$ cat src/rtl/bless_inject_ctrl_pkg.sv
// Shared widths, defaults, FSM type and helpers for the BLESS local-injection scheduler.
package bless_inject_ctrl_pkg;

    // Router port widths (network ports and local/NI port).
    localparam int WIDTH_PORT           = 16;
    localparam int WIDTH_PORT_NI        = 16;

    // Block defaults.
    localparam int STARVE_LIMIT_DEFAULT = 16;
    localparam int INJ_FIFO_DEPTH       = 4;

    // Width of the blocked-cycle counter; STARVE_LIMIT is at most 255.
    localparam int BLK_CNT_W            = 8;

    // Starvation FSM: IDLE = no head, WAIT = head present, STARVED = head blocked too long.
    typedef enum logic [1:0] {
        ST_IDLE    = 2'd0,
        ST_WAIT    = 2'd1,
        ST_STARVED = 2'd2
    } starve_state_t;

    // Number of occupied network inputs; a port is occupied when its flit is nonzero.
    function automatic logic [2:0] busy_ports(
        input logic [WIDTH_PORT-1:0] w,
        input logic [WIDTH_PORT-1:0] e,
        input logic [WIDTH_PORT-1:0] s,
        input logic [WIDTH_PORT-1:0] n
    );
        logic [2:0] cnt;
        cnt = 3'd0;
        if (w != '0) cnt = cnt + 3'd1;
        if (e != '0) cnt = cnt + 3'd1;
        if (s != '0) cnt = cnt + 3'd1;
        if (n != '0) cnt = cnt + 3'd1;
        return cnt;
    endfunction

endpackage

$ cat src/rtl/bless_inject_ctrl_inj_fifo.sv
// Small synchronous FIFO holding core flits awaiting injection; full/empty derive from count.
module inj_fifo #(
    parameter int WIDTH = 16,
    parameter int DEPTH = 4
) (
    input  logic                     clk,
    input  logic                     reset,
    input  logic                     push,
    input  logic                     pop,
    input  logic [WIDTH-1:0]         din,
    output logic [WIDTH-1:0]         head,
    output logic [$clog2(DEPTH):0]   count,
    output logic                     full,
    output logic                     empty
);

    localparam int AW = $clog2(DEPTH);
    localparam int CW = AW + 1;

    logic [WIDTH-1:0] mem [DEPTH];
    logic [AW-1:0]    wr_ptr;
    logic [AW-1:0]    rd_ptr;
    logic             do_push;
    logic             do_pop;

    assign full    = (count == CW'(DEPTH));
    assign empty   = (count == '0);
    // Push is refused when full even if a pop happens the same cycle.
    assign do_push = push && !full;
    assign do_pop  = pop && !empty;
    assign head    = mem[rd_ptr];

    // Storage write; contents need no reset because head is only consumed when count > 0.
    always_ff @(posedge clk) begin
        if (do_push) begin
            mem[wr_ptr] <= din;
        end
    end

    // Pointers and occupancy; pointers wrap naturally because DEPTH is a power of two.
    always_ff @(posedge clk or posedge reset) begin
        if (reset) begin
            wr_ptr <= '0;
            rd_ptr <= '0;
            count  <= '0;
        end else begin
            if (do_push) wr_ptr <= wr_ptr + AW'(1);
            if (do_pop)  rd_ptr <= rd_ptr + AW'(1);
            case ({do_push, do_pop})
                2'b10:   count <= count + CW'(1);
                2'b01:   count <= count - CW'(1);
                default: count <= count;
            endcase
        end
    end

endmodule

$ cat src/rtl/bless_inject_ctrl.sv
// Local-injection scheduler for the bufferless BLESS router: injects the queued head flit
// only when a network input is empty, and flags starvation of the head for throttling.
module bless_inject_ctrl
    import bless_inject_ctrl_pkg::*;
#(
    parameter int DEPTH        = INJ_FIFO_DEPTH,
    parameter int STARVE_LIMIT = STARVE_LIMIT_DEFAULT
) (
    input  logic                      clk,
    input  logic                      reset,
    input  logic [WIDTH_PORT_NI-1:0]  coreFlit,
    input  logic                      coreValid,
    output logic                      coreReady,
    input  logic [WIDTH_PORT-1:0]     dinW,
    input  logic [WIDTH_PORT-1:0]     dinE,
    input  logic [WIDTH_PORT-1:0]     dinS,
    input  logic [WIDTH_PORT-1:0]     dinN,
    output logic [WIDTH_PORT_NI-1:0]  injFlit,
    output logic                      starve,
    output logic [$clog2(DEPTH):0]    fifoCount,
    output logic [15:0]               injCount,
    output starve_state_t             fsm_state
);

    localparam int CW = $clog2(DEPTH) + 1;
    localparam logic [BLK_CNT_W-1:0] LIMIT = BLK_CNT_W'(STARVE_LIMIT);

    // Handshake: a flit transfers at a posedge where coreValid && coreReady. coreReady is
    // !full from registered state only, so it never depends on coreValid or din* this cycle.
    // All-zero flits complete the handshake but are dropped, since zero means "empty" downstream.

    starve_state_t              state;
    starve_state_t              state_next;
    logic [BLK_CNT_W-1:0]       blk_cnt;
    logic [BLK_CNT_W-1:0]       blk_next;
    logic [WIDTH_PORT_NI-1:0]   head;
    logic                       full;
    logic                       empty;
    logic                       push;
    logic                       free_slot;
    logic                       inj;
    logic [CW-1:0]              count_next;

    assign coreReady = !full;
    assign push      = coreValid && coreReady && (coreFlit != '0);
    // A free output exists whenever fewer than four network inputs carry a flit.
    assign free_slot = (busy_ports(dinW, dinE, dinS, dinN) < 3'd4);
    assign inj       = !empty && free_slot;
    assign injFlit   = inj ? head : '0;
    assign starve    = (state == ST_STARVED);
    assign fsm_state = state;
    assign count_next = fifoCount + CW'(push) - CW'(inj);

    inj_fifo #(
        .WIDTH (WIDTH_PORT_NI),
        .DEPTH (DEPTH)
    ) u_fifo (
        .clk   (clk),
        .reset (reset),
        .push  (push),
        .pop   (inj),
        .din   (coreFlit),
        .head  (head),
        .count (fifoCount),
        .full  (full),
        .empty (empty)
    );

    // Starvation FSM state and blocked-cycle counter registers.
    always_ff @(posedge clk or posedge reset) begin
        if (reset) begin
            state   <= ST_IDLE;
            blk_cnt <= '0;
        end else begin
            state   <= state_next;
            blk_cnt <= blk_next;
        end
    end

    // Next state: count blocked head cycles (saturating), clear on every injection.
    always_comb begin
        state_next = state;
        blk_next   = blk_cnt;
        case (state)
            ST_IDLE: begin
                blk_next = '0;
                if (push) state_next = ST_WAIT;
            end
            ST_WAIT: begin
                if (inj) begin
                    blk_next   = '0;
                    state_next = (count_next == '0) ? ST_IDLE : ST_WAIT;
                end else begin
                    if (blk_cnt < LIMIT) blk_next = blk_cnt + BLK_CNT_W'(1);
                    if (blk_next == LIMIT) state_next = ST_STARVED;
                end
            end
            ST_STARVED: begin
                if (inj) begin
                    blk_next   = '0;
                    state_next = (count_next == '0) ? ST_IDLE : ST_WAIT;
                end
            end
            default: begin
                state_next = ST_IDLE;
                blk_next   = '0;
            end
        endcase
    end

    // Injection counter, wraps modulo 2^16.
    always_ff @(posedge clk or posedge reset) begin
        if (reset) begin
            injCount <= '0;
        end else if (inj) begin
            injCount <= injCount + 16'd1;
        end
    end

endmodule

$ cat config.mk
export PLATFORM = sky130hd
export DESIGN_NAME = bless_inject_ctrl
export DESIGN_NICKNAME = d
export VERILOG_FILES = /design/src/rtl/bless_inject_ctrl_pkg.sv /design/src/rtl/bless_inject_ctrl_inj_fifo.sv /design/src/rtl/bless_inject_ctrl.sv
export SDC_FILE = /design/constraint.sdc
export NUM_CORES = 1
export LEC_CHECK = 0
export BUFFER_PORTS_ARGS = -buffer_cell sky130_fd_sc_hd__buf_2
export CAP_MARGIN = 10
export CORE_ASPECT_RATIO = 0.75
export CORE_MARGIN = 5
export CORE_UTILIZATION = 30
export CTS_BUF_LIST = sky130_fd_sc_hd__clkbuf_2 sky130_fd_sc_hd__clkbuf_4 sky130_fd_sc_hd__clkbuf_8
export CTS_CLUSTER_DIAMETER = 100
export DETAILED_ROUTE_END_ITERATION = 12
export SLEW_MARGIN = 20
export SYNTH_ARGS = -nofsm -noshare
export SYNTH_HDL_FRONTEND = slang
export SYNTH_SLANG_ARGS = --single-unit
$ cat constraint.sdc
create_clock -name clk -period 5.1 [get_ports clk]
set_clock_uncertainty 0.1 [all_clocks]
set_input_delay 0.255 -clock clk [delete_from_list [all_inputs] [get_ports clk]]
set_output_delay 0.255 -clock clk [all_outputs]
set_load 0.02 [all_outputs]
# Yosys cells after proc, flatten, opt, wreduce, memory -nomap -nowiden
# Memory sizes are Yosys's and may differ from the RTL's.
# Cells that the tools add are included.
[word_totals]
regBits = 33
latchBits = 0
ram_bits = 64
romBits = 0
inputBits = 83
output_inout_bits = 39
wordCells = 66
memories = 1
[classes]
addsub = 11
n_mul = 0
n_div = 0
order_cmp = 2
n_eq_ne = 9
shifts = 0
muxes = 20
bitwise = 0
reduce_logical = 17
[mem_list]
columns = ["name", "depth", "width", "rd", "rd_ports_with_merged_regs", "wr", "line_no", "rtl"]
rows = [
  ["u_fifo.mem", 4, 16, 1, 0, 1, "bless_inject_ctrl_inj_fifo.sv:20", "logic [WIDTH-1:0] mem [DEPTH];"],
]
[ops]
columns = ["op", "count"]
rows = [
  ["$reduce_bool 16->1", 5],
  ["$mux 8", 5],
  ["$add 16x1->16 const B", 1],
  ["$mux 16", 1],
  ["$pmux 8 s2", 1],
  ["$add 3x1->3 const B", 4],
  ["$mux 3", 3],
  ["$add 8x1->8 const B", 1],
  ["$eq 8x5->1 const B", 1],
  ["$lt 8x5->1 const B", 1],
  ["$mux 2", 4],
  ["$logic_not 3->1", 2],
  ["$pmux 2 s3", 1],
  ["$pmux 3 s2", 1],
  ["$logic_and 1x1->1", 5],
  ["$add 2x1->2 const B", 2],
  ["$eq 2x1->1 const B", 2],
  ["$eq 2x2->1 const B", 2],
  ["$mux 1", 4],
  ["$add 3x1->3", 1],
  ["$eq 3x3->1 const B", 1],
  ["$lt 3x3->1 const B", 1],
  ["$ne 3x3->1 const B", 1],
  ["$reduce_and 3->1", 1],
  ["7 further kinds", 8],
]

# Depth between registers and ports, before layout
[depth]
ltp_word = 16
depth_mapped = 17
depth_no_buf = 16

# Modules after synthesis
# Synthesis repeated with hierarchy kept, for this count alone.
[hier_totals]
hier_cells = 304
hier_area_um2 = 4469.3
[modules_own_cells]
columns = ["module", "n_inst", "cells_each", "area_each_um2", "seq_area_each_um2"]
rows = [
  ["inj_fifo", 1, 122, 2778.9, 2097.0],
  ["bless_inject_ctrl", 1, 182, 1690.4, 650.6],
]

# Least setup slack after synthesis
# No wires, ideal clock.
[synth_path]
kind = "in2reg"
startpoint = "in dinW[2]"
endpoint = "reg state[0], in the netlist fsm_state[0]"
setup_time_ps = 124
arrival_time_ps = 3202
t_required_ps = 4876
slack_ps = 1673
stages = 16
n_path_buf = 1
cell_sequence = "nor4_1 and4_1 ha_1 nor2_1 a311o_1 clkinv_2 buf_2 ha_1 inv_1 ha_1 fa_1 xor2_1 xnor2_1 or3_1 o211ai_1 nand2_1"
[synth_between]
elab_chain_cells = 15
word_cells_on_any_way = 19
classes_between = "add/sub (4); order compare (1); eq/ne (2); mux (8); reduce/logical (4)"
[synth_rtl]
columns = ["element", "line_no", "rtl"]
rows = [
  ["start, declared", "bless_inject_ctrl.sv:14", "input logic [WIDTH_PORT-1:0] dinW,"],
  ["$reduce_bool 16->1 (*)", "bless_inject_ctrl_pkg.sv:31", "if (w != '0) cnt = cnt + 3'd1;"],
  ["$mux 1 (*)", "bless_inject_ctrl_pkg.sv:31", ""],
  ["$add 3x1->3", "bless_inject_ctrl_pkg.sv:32", "if (e != '0) cnt = cnt + 3'd1;"],
  ["$mux 3 (*)", "bless_inject_ctrl_pkg.sv:32", ""],
  ["$add 3x1->3", "bless_inject_ctrl_pkg.sv:33", "if (s != '0) cnt = cnt + 3'd1;"],
  ["$mux 3 (*)", "bless_inject_ctrl_pkg.sv:33", ""],
  ["$add 3x1->3", "bless_inject_ctrl_pkg.sv:34", "if (n != '0) cnt = cnt + 3'd1;"],
  ["$mux 3 (*)", "bless_inject_ctrl_pkg.sv:34", ""],
  ["$lt 3x3->1 (*)", "bless_inject_ctrl.sv:47", "assign free_slot = (busy_ports(dinW, dinE, dinS, dinN) < 3'd4);"],
  ["$logic_and 1x1->1 (*)", "bless_inject_ctrl.sv:48", "assign inj = !empty && free_slot;"],
  ["via inj", "bless_inject_ctrl.sv:41", "logic inj;"],
  ["$sub 3x1->3", "bless_inject_ctrl.sv:52", "assign count_next = fifoCount + CW'(push) - CW'(inj);"],
  ["$logic_not 3->1", "bless_inject_ctrl.sv:92, bless_inject_ctrl.sv:101", ""],
  ["$mux 1", "bless_inject_ctrl.sv:92, bless_inject_ctrl.sv:101", ""],
  ["$mux 2 (on tied branches)", "bless_inject_ctrl.sv:99, bless_inject_ctrl.sv:90", ""],
  ["$pmux 2 s3", "bless_inject_ctrl.sv:84", "case (state)"],
  ["end signal, assigned", "bless_inject_ctrl.sv:75", "state <= state_next;"],
  ["end, declared", "bless_inject_ctrl.sv:32", "starve_state_t state;"],
]
# The timed path passes the listed nets; every way through them passes the cells marked *. The select of a mux whose other input is x is not followed.
# A chain may end at the register's enable or synchronous reset.

# Final worst setup path
[layout_path]
startpoint = "in dinW[9]"
endpoint = "reg state[0], in the netlist fsm_state[0]"
[layout_between]
elab_chain_cells = 15
word_cells_on_any_way = 19
classes_between = "add/sub (4); order compare (1); eq/ne (2); mux (8); reduce/logical (4)"
[layout_rtl]
columns = ["element", "line_no"]
rows = [
  ["$reduce_bool 16->1 (*)", "bless_inject_ctrl_pkg.sv:31"],
  ["$mux 1 (*)", "bless_inject_ctrl_pkg.sv:31"],
  ["$add 3x1->3", "bless_inject_ctrl_pkg.sv:32"],
  ["$mux 3 (*)", "bless_inject_ctrl_pkg.sv:32"],
  ["$add 3x1->3", "bless_inject_ctrl_pkg.sv:33"],
  ["$mux 3 (*)", "bless_inject_ctrl_pkg.sv:33"],
  ["$add 3x1->3", "bless_inject_ctrl_pkg.sv:34"],
  ["$mux 3 (*)", "bless_inject_ctrl_pkg.sv:34"],
  ["$lt 3x3->1 (*)", "bless_inject_ctrl.sv:47"],
  ["$logic_and 1x1->1 (*)", "bless_inject_ctrl.sv:48"],
  ["$sub 3x1->3", "bless_inject_ctrl.sv:52"],
  ["$logic_not 3->1", "bless_inject_ctrl.sv:92, bless_inject_ctrl.sv:101"],
  ["$mux 1", "bless_inject_ctrl.sv:92, bless_inject_ctrl.sv:101"],
  ["$mux 2 (on tied branches)", "bless_inject_ctrl.sv:99, bless_inject_ctrl.sv:90"],
  ["$pmux 2 s3", "bless_inject_ctrl.sv:84"],
]
# Mark *: on every way between the ends. The rest lies on a longest branch, timed or not. The select of a mux whose other input is x is not followed.

==> flow_metrics.py <==
metrics = {
    "routing": {
        "wl_um": 9810,
        "wl_met2_um": 4560,
        "wl_per_cell_um": 16.3,
        "wl_met3_um": 765,
        "drc": 0,
        "num_vias": 2844,
        "top_layer_used": "met5",
        "wl_met1_um": 4370,
        "ant_nets": 0,
        "dr.pass1.iters": 4,
        "vias_per_cell": 4.73,
        "drt_iter0_drc": 137,
    },
    "clock_tree": {
        "post_cts.repair.setup_buffers": 0,
        "cts_buffers": 9,
        "tritoncts": "done",
        "cts-root-buf": "clkbuf_8",
        "clk_latency_ps": 360,
        "clock_sinks": 97,
        "path_clk_slew_ps": 100,
        "htreeDepth": 3,
        "clock_path_buffers": 2,
    },
    "pwr": {
        "p_seq_frac": 0.554,
        "pwr-share-comb": 0.218,
        "power_mw": 1.93,
        "p_leak_nw": 2.20,
        "sw_frac_of_total": 0.302,
        "internal-power_mw": 1.34,
        "peakVddDrop_mv": 0.180,
        "p_per_area_nw_per_um2": 364,
        "clkPwrFrac": 0.228,
        "p_sw_mw": 0.581,
    },
    "die": {
        "start_util": 0.310,
        "fp.dieW_um": 148,
        "num_rows": 37,
        "fp.dieH_um": 114,
        "ios": 122,
        "coreArea_um2": 13900,
        "die_area_um2": 16900,
    },
    "timing": {
        "fin_crit_sh": 0.628,
        "setup_viol": 0,
        "rsz0062_at_grt": "no",
        "tns_ps": 0,
        "hold_viol": 0,
        "fmax_mhz": 312,
        "fin_ws_ps": 1900,
        "relSlewSlack": 0.383,
        "period_needed_ps": 3200,
        "final_max_slew_viol_count": 0,
        "tightest_slew_ps": 926,
    },
    "synth": {
        "yosys-top-cells-count": "edfxtp_1 (64), dfrtp_1 (33), nor4_1 (25)",
        "ys_async_sr_fraction": 0.340,
        "yosys.area.top_type": "edfxtp_1",
        "yosys_warnings": 0,
        "synth_edf_count": 64,
        "syn_inst": 295,
        "synth_fp_nets": 391,
        "ys.flop_type": "edfxtp_1",
        "yosys.area.top_type_share": 0.446,
        "seq_area_frac_synth": 0.638,
        "synth.avg_cell_area_um2": 14.6,
        "yosysMostFrequentCell": "edfxtp_1",
        "syn_area_um2": 4310,
        "ys_ff_latch": 97,
        "netlist_top_cells_area": "edfxtp_1 (45%), dfrtp_1 (19%), mux4_2 (8.4%), xnor2_1 (4.1%), nor4_1 (3.6%)",
        "synth.distinct_cells": 34,
    },
    "layout": {
        "syn2layout_area_growth_pct": 22.7,
        "layout-drive-gt1-share": 0.366,
        "utilization": 0.380,
        "nNetsFinal": 517,
        "diodes": 0,
    },
    "placed_design": {
        "dp_slack_ps": 1490,
        "dp_hpwl_um": 6980,
        "numPortBuffers": 121,
        "gp_congestion": 0.753,
    },
    "setup_path": {
        "cp_data_required_time_ps": 5250,
        "crit_type": "in2reg",
        "critPathCaptureType": "register",
        "r2r_slack_ps": 2110,
        "start_kind": "primary input",
        "crit_arrival_ps": 3360,
        "crit_fanout": 5,
    },
    "global_routing": {
        "overflow": 0,
        "grt_pass1_vias": 3067,
        "grt_max_degree": 42,
        "track_usage": 0.121,
        "antenna_found_initial": 2,
        "grt_pass1_wl_um": 15900,
    },
    "status": {
        "status": "finished, final reports clean",
    },
    "hold_path": {
        "hold_class": "in2reg",
    },
    "flow_run": {
        "cap_violations": 0,
    },
}
-- sequential cells by signal, summed over array words and instances (netlist names) --
signal         count
blk_cnt            8
injCount          16
u_fifo.mem        64
u_fifo.count       3
u_fifo.wr_ptr      2
u_fifo.rd_ptr      2
fsm_state          2
-- layout make-up --
type                            instances  area [um2]
Tap cell                              175         219
Multi-Input combinational cell        176        1460
Sequential cell                        97        2750
Clock buffer                            9         124
Clock inverter                          7        47.5
Fill cell                            1351        8600
Inverter                               12        46.3
Timing Repair Buffer                  125         638
-- placed cells by master (no fill, tap or decap), types with 2 or more instances in the layout --
cell type / instances
and4_1: 2
nand2_1: 13
clkbuf_8: 9
and3_1: 6
xor2_1: 6
dfrtp_1: 33
fa_1: 2
nor4_1: 25
mux4_2: 16
buf_4: 3
a21oi_1: 4
ha_1: 11
buf_2: 121
nand4_1: 10
edfxtp_1: 64
inv_1: 11
and2_1: 23
nor2b_1: 2
nand3_1: 8
a22oi_1: 3
xnor2_1: 20
nor2_1: 13
clkinvlp_4: 4
nand2b_1: 2
o21ai_0: 3
-- critical path: stages --
cell and delay, ps:
buf_2 90, nor4_1 270, and4_1 260, ha_1 250
nor2_1 110, a311o_1 380, clkinv_2 110, ha_1 280
inv_1 40, ha_1 200, fa_1 380, xor2_1 160
xnor2_1 120, or3_1 300, o211ai_1 90, nand2_1 60
-- logic make-up after synthesis --
| group | after synthesis | share of synthesized area |
|---|---|---|
| XOR/XNOR | 26 | 0.0529 |
| buffers and inverters | 22 | 0.0229 |
| adder cells (fa/ha/maj) | 13 | 0.0412 |
| AO/OA/AOI/OAI | 14 | 0.0218 |
| AND/OR/NAND/NOR | 106 | 0.137 |
| flip-flops | 97 | 0.638 |
| multiplexers | 17 | 0.0860 |
-- repair_timing --
item | in CTS | in global routing
gates resized for setup | 0 | 0
endpoints found under the hold margin | 33 | 0
hold buffers | 1 | 0
-- per-stage QoR --
step | cell area, um2 | hold WS (ps) | cells
after floorplan | 4310 | 254 | 295
after global placement | 5100 | 277 | 584
after detailed placement | 5100 | 283 | 584
after CTS | 5280 | 9.16 | 601
after global routing | 5280 | 4.33 | 601
final | 5280 | 28.6 | 601
-- worst paths after layout --
kind | from | to | depth (start not counted)
max | dinW[9] | fsm_state[0] | 16
max in group asynchronous | reset | blk_cnt[7] | 4
min reg2reg | u_fifo.rd_ptr[0] | u_fifo.rd_ptr[0] | 1
min | coreFlit[15] | u_fifo.mem[1][15] | 1
min in group asynchronous | reset | injCount[14] | 4
max reg2reg | u_fifo.count[2] | fsm_state[0] | 12
-- power groups by stage --
stage	Sequential [mW]	Clock, mW	Combinational, mW
after floorplan	1.08	0	0.271
after global routing	1.09	0.492	0.487
after CTS	1.07	0.457	0.431
after global placement	1.08	0	0.409
final	1.07	0.439	0.419
after detailed placement	1.09	0	0.428
-- per-layer routing --
layer / GRT usage / vias to the layer above
met5: 0 / -
met4: 0.0302 / 4
met3: 0.0469 / 10
met2: 0.192 / 114
met1: 0.158 / 1357
li1: - / 1359
(Power assumes the default switching activity.)
